===== config.mk =====
export PLATFORM = sky130hd
export DESIGN_NAME = cache_port_arbiter
export DESIGN_NICKNAME = d
export VERILOG_FILES = /design/src/rtl/cache_port_arbiter.sv
export SDC_FILE = /design/constraint.sdc
export NUM_CORES = 1
export LEC_CHECK = 0
export ABC_CLOCK_PERIOD_IN_PS = 6900
export CELL_PAD_IN_SITES_DETAIL_PLACEMENT = 0
export CELL_PAD_IN_SITES_GLOBAL_PLACEMENT = 1
export CORE_MARGIN = 2
export CORE_UTILIZATION = 33
export DETAILED_ROUTE_END_ITERATION = 16
export GPL_ROUTABILITY_DRIVEN = 0
export PLACE_DENSITY = 0.82
export SLEW_MARGIN = 20
export SYNTH_ARGS = -nofsm -noshare
export SYNTH_HDL_FRONTEND = slang
export SYNTH_SLANG_ARGS = --single-unit

===== constraint.sdc =====
create_clock -name CLK -period 6.9 [get_ports CLK]
set_clock_uncertainty 0.1 [all_clocks]
set_input_delay 1.38 -clock CLK [delete_from_list [all_inputs] [get_ports CLK]]
set_output_delay 1.38 -clock CLK [all_outputs]
set_load 0.05 [all_outputs]

===== src/rtl/cache_port_arbiter.sv =====
// Shares one single-ported cache between the instruction-fetch port and the data port.
// Optional build macro ROUND_ROBIN_EN: alternate grants on contention instead of data-first.
module cache_port_arbiter #(
    parameter int SETTLE_CYCLES = 1,
    parameter int TIMEOUT       = 255
) (
    input  logic        CLK,
    input  logic        RST,
    input  logic        I_REQ,
    input  logic [31:0] I_ADDR,
    output logic        I_ACK,
    output logic [31:0] I_DATA,
    input  logic        D_REQ,
    input  logic        D_WE,
    input  logic [31:0] D_ADDR,
    input  logic [31:0] D_DIN,
    output logic        D_ACK,
    output logic [31:0] D_DATA,
    output logic        ERR,
    output logic [31:0] C_ADDR,
    output logic [31:0] C_DIN,
    output logic        C_WE,
    input  logic [31:0] C_DOUT,
    input  logic        C_RDY,
    output logic        BUSY
);

    localparam logic [3:0] SETTLE_INIT = 4'(SETTLE_CYCLES);
    localparam logic [7:0] TMO_LIMIT   = 8'(TIMEOUT);

    typedef enum logic [1:0] {
        ST_IDLE,
        ST_SETTLE,
        ST_WAIT,
        ST_WRITE
    } state_t;

    state_t      state_q, state_d;
    logic [3:0]  cnt_q, cnt_d;
    logic [7:0]  tmo_q, tmo_d;
    logic        sel_d_q, sel_d_d;
    logic        we_q, we_d;
    logic        wr_done_q, wr_done_d;
    logic        i_ack_q, i_ack_d;
    logic        d_ack_q, d_ack_d;
    logic        err_q, err_d;
    logic [31:0] i_data_q, i_data_d;
    logic [31:0] d_data_q, d_data_d;
    logic [31:0] c_addr_q, c_addr_d;
    logic [31:0] c_din_q, c_din_d;
    logic        c_we_q, c_we_d;
    logic        busy_q, busy_d;
`ifdef ROUND_ROBIN_EN
    logic        rr_last_d_q, rr_last_d_d;
`endif

    logic i_ok, d_ok, pick_d;

    // A port acknowledged last cycle still shows its old REQ; ignore it for one cycle.
    always_comb begin
        i_ok = I_REQ && !i_ack_q;
        d_ok = D_REQ && !d_ack_q;
`ifdef ROUND_ROBIN_EN
        if (i_ok && d_ok) begin
            pick_d = !rr_last_d_q;
        end else begin
            pick_d = d_ok;
        end
`else
        pick_d = d_ok;
`endif
    end

    always_comb begin
        state_d   = state_q;
        cnt_d     = cnt_q;
        tmo_d     = tmo_q;
        sel_d_d   = sel_d_q;
        we_d      = we_q;
        wr_done_d = wr_done_q;
        i_ack_d   = 1'b0;
        d_ack_d   = 1'b0;
        err_d     = 1'b0;
        i_data_d  = i_data_q;
        d_data_d  = d_data_q;
        c_addr_d  = c_addr_q;
        c_din_d   = c_din_q;
        c_we_d    = 1'b0;
`ifdef ROUND_ROBIN_EN
        rr_last_d_d = rr_last_d_q;
`endif
        case (state_q)
            ST_IDLE: begin
                if (i_ok || d_ok) begin
                    sel_d_d   = pick_d;
                    we_d      = pick_d && D_WE;
                    wr_done_d = 1'b0;
                    c_addr_d  = pick_d ? D_ADDR : I_ADDR;
                    if (pick_d) begin
                        c_din_d = D_DIN;
                    end
                    cnt_d   = SETTLE_INIT;
                    state_d = ST_SETTLE;
`ifdef ROUND_ROBIN_EN
                    rr_last_d_d = pick_d;
`endif
                end
            end
            ST_SETTLE: begin
                cnt_d = cnt_q - 4'd1;
                if (cnt_q <= 4'd1) begin
                    cnt_d   = 4'd0;
                    tmo_d   = 8'd0;
                    state_d = ST_WAIT;
                end
            end
            ST_WAIT: begin
                if (C_RDY) begin
                    if (we_q && !wr_done_q) begin
                        c_we_d  = 1'b1;
                        state_d = ST_WRITE;
                    end else begin
                        if (sel_d_q) begin
                            d_ack_d = 1'b1;
                            if (!we_q) begin
                                d_data_d = C_DOUT;
                            end
                        end else begin
                            i_ack_d  = 1'b1;
                            i_data_d = C_DOUT;
                        end
                        state_d = ST_IDLE;
                    end
                end else if (tmo_q == TMO_LIMIT) begin
                    i_ack_d = !sel_d_q;
                    d_ack_d = sel_d_q;
                    err_d   = 1'b1;
                    state_d = ST_IDLE;
                end else begin
                    tmo_d = tmo_q + 8'd1;
                end
            end
            ST_WRITE: begin
                // Go back through settle so the ACK waits for RDY after the write lands.
                wr_done_d = 1'b1;
                cnt_d     = SETTLE_INIT;
                state_d   = ST_SETTLE;
            end
            default: begin
                state_d = ST_IDLE;
            end
        endcase
        busy_d = (state_d != ST_IDLE);
    end

    always_ff @(posedge CLK or posedge RST) begin
        if (RST) begin
            state_q   <= ST_IDLE;
            cnt_q     <= 4'd0;
            tmo_q     <= 8'd0;
            sel_d_q   <= 1'b0;
            we_q      <= 1'b0;
            wr_done_q <= 1'b0;
            i_ack_q   <= 1'b0;
            d_ack_q   <= 1'b0;
            err_q     <= 1'b0;
            i_data_q  <= 32'd0;
            d_data_q  <= 32'd0;
            c_addr_q  <= 32'd0;
            c_din_q   <= 32'd0;
            c_we_q    <= 1'b0;
            busy_q    <= 1'b0;
`ifdef ROUND_ROBIN_EN
            rr_last_d_q <= 1'b1;
`endif
        end else begin
            state_q   <= state_d;
            cnt_q     <= cnt_d;
            tmo_q     <= tmo_d;
            sel_d_q   <= sel_d_d;
            we_q      <= we_d;
            wr_done_q <= wr_done_d;
            i_ack_q   <= i_ack_d;
            d_ack_q   <= d_ack_d;
            err_q     <= err_d;
            i_data_q  <= i_data_d;
            d_data_q  <= d_data_d;
            c_addr_q  <= c_addr_d;
            c_din_q   <= c_din_d;
            c_we_q    <= c_we_d;
            busy_q    <= busy_d;
`ifdef ROUND_ROBIN_EN
            rr_last_d_q <= rr_last_d_d;
`endif
        end
    end

    assign I_ACK  = i_ack_q;
    assign I_DATA = i_data_q;
    assign D_ACK  = d_ack_q;
    assign D_DATA = d_data_q;
    assign ERR    = err_q;
    assign C_ADDR = c_addr_q;
    assign C_DIN  = c_din_q;
    assign C_WE   = c_we_q;
    assign BUSY   = busy_q;

endmodule


==> summary.txt <==
Place
  – Placed wire-length estimate: 11.6 mm
  – Port bufs: 266

Layout
  – Register area: 0.00375 mm^2
  – Ant. Diodes: 0
  – Area Overhead vs Synth: 57.3%
  – Nets@finish: 851
  – Multi-input gate area: 0.00225 mm^2
  – Commonest non-fill, non-tap cell in the layout: clkdlybuf4s50_1
  – Layout cells sized above 1: 11.4%
  – Commonest non-fill, non-tap cells in the layout: 266 x clkdlybuf4s50_1, 150 x dfrtp_1, 61 x mux2_1
  – Filler cells: 1527

Worst setup path
  – Arrival time at the worst endpoint: 3500 ps
  – Crit. End Element: flip-flop
  – Capturing point of the worst reg2reg path: C_DIN[11]
  – WP data required: 7100 ps
  – CP Class: in -> reg
  – Crit-path max FO: 35
  – R2r worst-path depth: 5
  – Setup slack, reg-to-reg: 4630 ps
  – Reg-to-reg startpoint: D_ACK
  – Setup crit start kind: input pin

Clock tree
  – # clock sinks: 150
  – Clock-pin slew on the worst setup and hold paths: 60 ps
  – CTS root buf: clkbuf_16
  – CTS H-tree lvls: 4
  – Number of setup buffers added after CTS: 0
  – CTS resizes: 0
  – Clock Latency Late Sink: 420 ps
  – Hold_buf cts: 0
  – Total CTS buffers: 17
  – CTS tree: built
  – Clk buf depth: 2

Timing
  – Worst Max-Slew Pin Slew: 836 ps
  – Worst relative slew slack: 44.3%
  – Fin. Hold Viols: 0
  – Pins Over Slew Limit: 0
  – RSZ-0062 raised after global routing: false
  – Fmax achieved: 303 MHz
  – Period utilisation layout: 47.8%
  – Final setup vio count: 0
  – Tmin final: 3300 ps
  – Setup_tns: 0 ps

Die
  – Core ar.: 0.0181 mm^2
  – Initial core utilization: 33.9%
  – DIE AREA: 0.0197 mm^2
  – Cell Rows: 49
  – Die H: 140 um
  – Die Wd: 140 um
  – # IOs: 267

Global routing
  – Total GRT Usage: 16.1%
  – Total gr overflow: 0
  – Largest net degree at the start of global routing: 84
  – Vias in the first global route: 4762
  – Initial antenna violation count: 0
  – First-pass GRT wire length: 24.9 mm

Logic synthesis
  – Top cell type's share of synthesized area: 61.2%
  – Synth Warn #: 0
  – Synthesized instance count: 446
  – Syn nets: 583
  – Synthesized flop and latch total: 150
  – Synth top area cells: dfrtp_1 61%, mux2_1 11%, mux2_2 6.4%
  – Synth cell types: 44
  – Syn Std Cell Area: 0.00613 mm^2
  – Syn avg cell area: 13.8 um^2
  – Synth area leader: dfrtp_1
  – Register area share after synthesis: 61.2%

Drt
  – Final ANT Viol Nets: 0
  – Drt total wl: 15.7 mm
  – Drt drc: 0
  – Drt wl/cell: 16.4 um
  – DR pass1 iterations: 4
  – Vias: 4468
  – Initial DRC count: 164
  – Via density: 4.67

Hold path
  – Hold wc startpoint: C_ADDR[18]
  – Cells on Worst Hold Path: 2
  – HP Class: reg -> reg
  – Hold EP: C_ADDR[18]

Power
  – Leakage: 0.00415 uW
  – Power per cell area: 555 mW/mm^2
  – Worst VDD drop: 0.291 mV
  – Tot Pwr: 5350 uW

Run
  – Max-cap violation count: 0

Outcome
  – Status: finished, final reports clean
[where the power goes]
| group | switching, uW | internal, uW | total, uW | leakage [uW] |
|---|---|---|---|---|
| clock | 377 | 586 | 963 | 0.000298 |
| combinational | 1860 | 1010 | 2880 | 0.00199 |
| sequential | 229 | 1280 | 1510 | 0.00186 |
| total | 2470 | 2880 | 5350 | 0.00415 |
[synthesized netlist by cell type (all sizes together)]
cell type,n
nor2,9
nand3,4
o21bai,2
dfrtp,150
inv,8
nand2,34
buf,19
or3b,1
nor4b,1
and2,2
mux2,96
a21o,2
nor2b,4
a31o,1
nand3b,1
clkbuf,4
o31ai,4
mux2i,33
and3,1
a22o,1
a2111o,1
o211ai,4
nor4,2
a2111oi,1
xnor2,2
a21oi,5
nor4bb,1
nand2b,2
nand4,1
o2bb2ai,3
ha,3
xor2,1
nor3,5
o21ai,35
nor3b,3
[cell type report]
cell class,instances,share of cell area [%]
sequential,150,38.9
timing repair buffer,272,28.1
multi-input combinational,265,23.3
clock buffer,20,4.63
tap,229,2.97
clock inverter,12,1.73
inverter,8,0.363
[sequential cells by signal (all words and copies together) (netlist names)]
signal     cells
BUSY           1
C_ADDR        32
C_DIN         32
C_WE           1
D_ACK          1
D_DATA        32
ERR            1
I_ACK          1
I_DATA        32
cnt_q          4
sel_d_q        1
state_q        2
tmo_q          8
we_q           1
wr_done_q      1
[cells by family after synthesis]
family | count (synthesis) | synth area share [%]
flops | 150 | 61.2
mux | 129 | 23.0
xor+xnor | 3 | 0.428
buf+inv | 31 | 2.63
fa+ha+maj | 3 | 0.612
compound gates | 59 | 6.06
simple gates | 71 | 6.06
[metal layers]
metal | wire length, um | GRT usage [%]
met3 | 1120 | 5.68
met5 | 0 | 0
met4 | 338 | 7.02
met2 | 8270 | 28.3
met1 | 5960 | 17.5
[worst max-delay path by stage]
| stage | startpoint | to | slack [ps] | cells past startpoint |
|---|---|---|---|---|
| after floorplan | RST | BUSY | 1380 | 1 |
| after global routing | D_REQ | C_DIN[11] | 3470 | 6 |
| after CTS | D_REQ | C_DIN[17] | 3590 | 6 |
| final | D_REQ | C_DIN[11] | 3600 | 6 |
| after detailed placement | D_REQ | C_DIN[17] | 3160 | 6 |
| after global placement | D_REQ | C_DIN[12] | 3230 | 6 |
[through the flow]
stage	utilization, %	hold slack (ps)	cells	worst slack [ps]	cell area, um^2
after floorplan	-	354	446	1380	6130
after global placement	49.9	364	924	3230	9030
after detailed placement	49.9	370	924	3160	9030
after CTS	53.3	384	956	3590	9650
after global routing	53.3	397	956	3470	9650
final	53.3	379	956	3600	9650
[worst max-delay path, stage by stage]
cell	delay, ps
clkdlybuf4s50_1	460
nor2b_4	120
buf_4	470
and2_1	270
buf_4	390
mux2_2	390
Power figures use the tool's default switching activity.
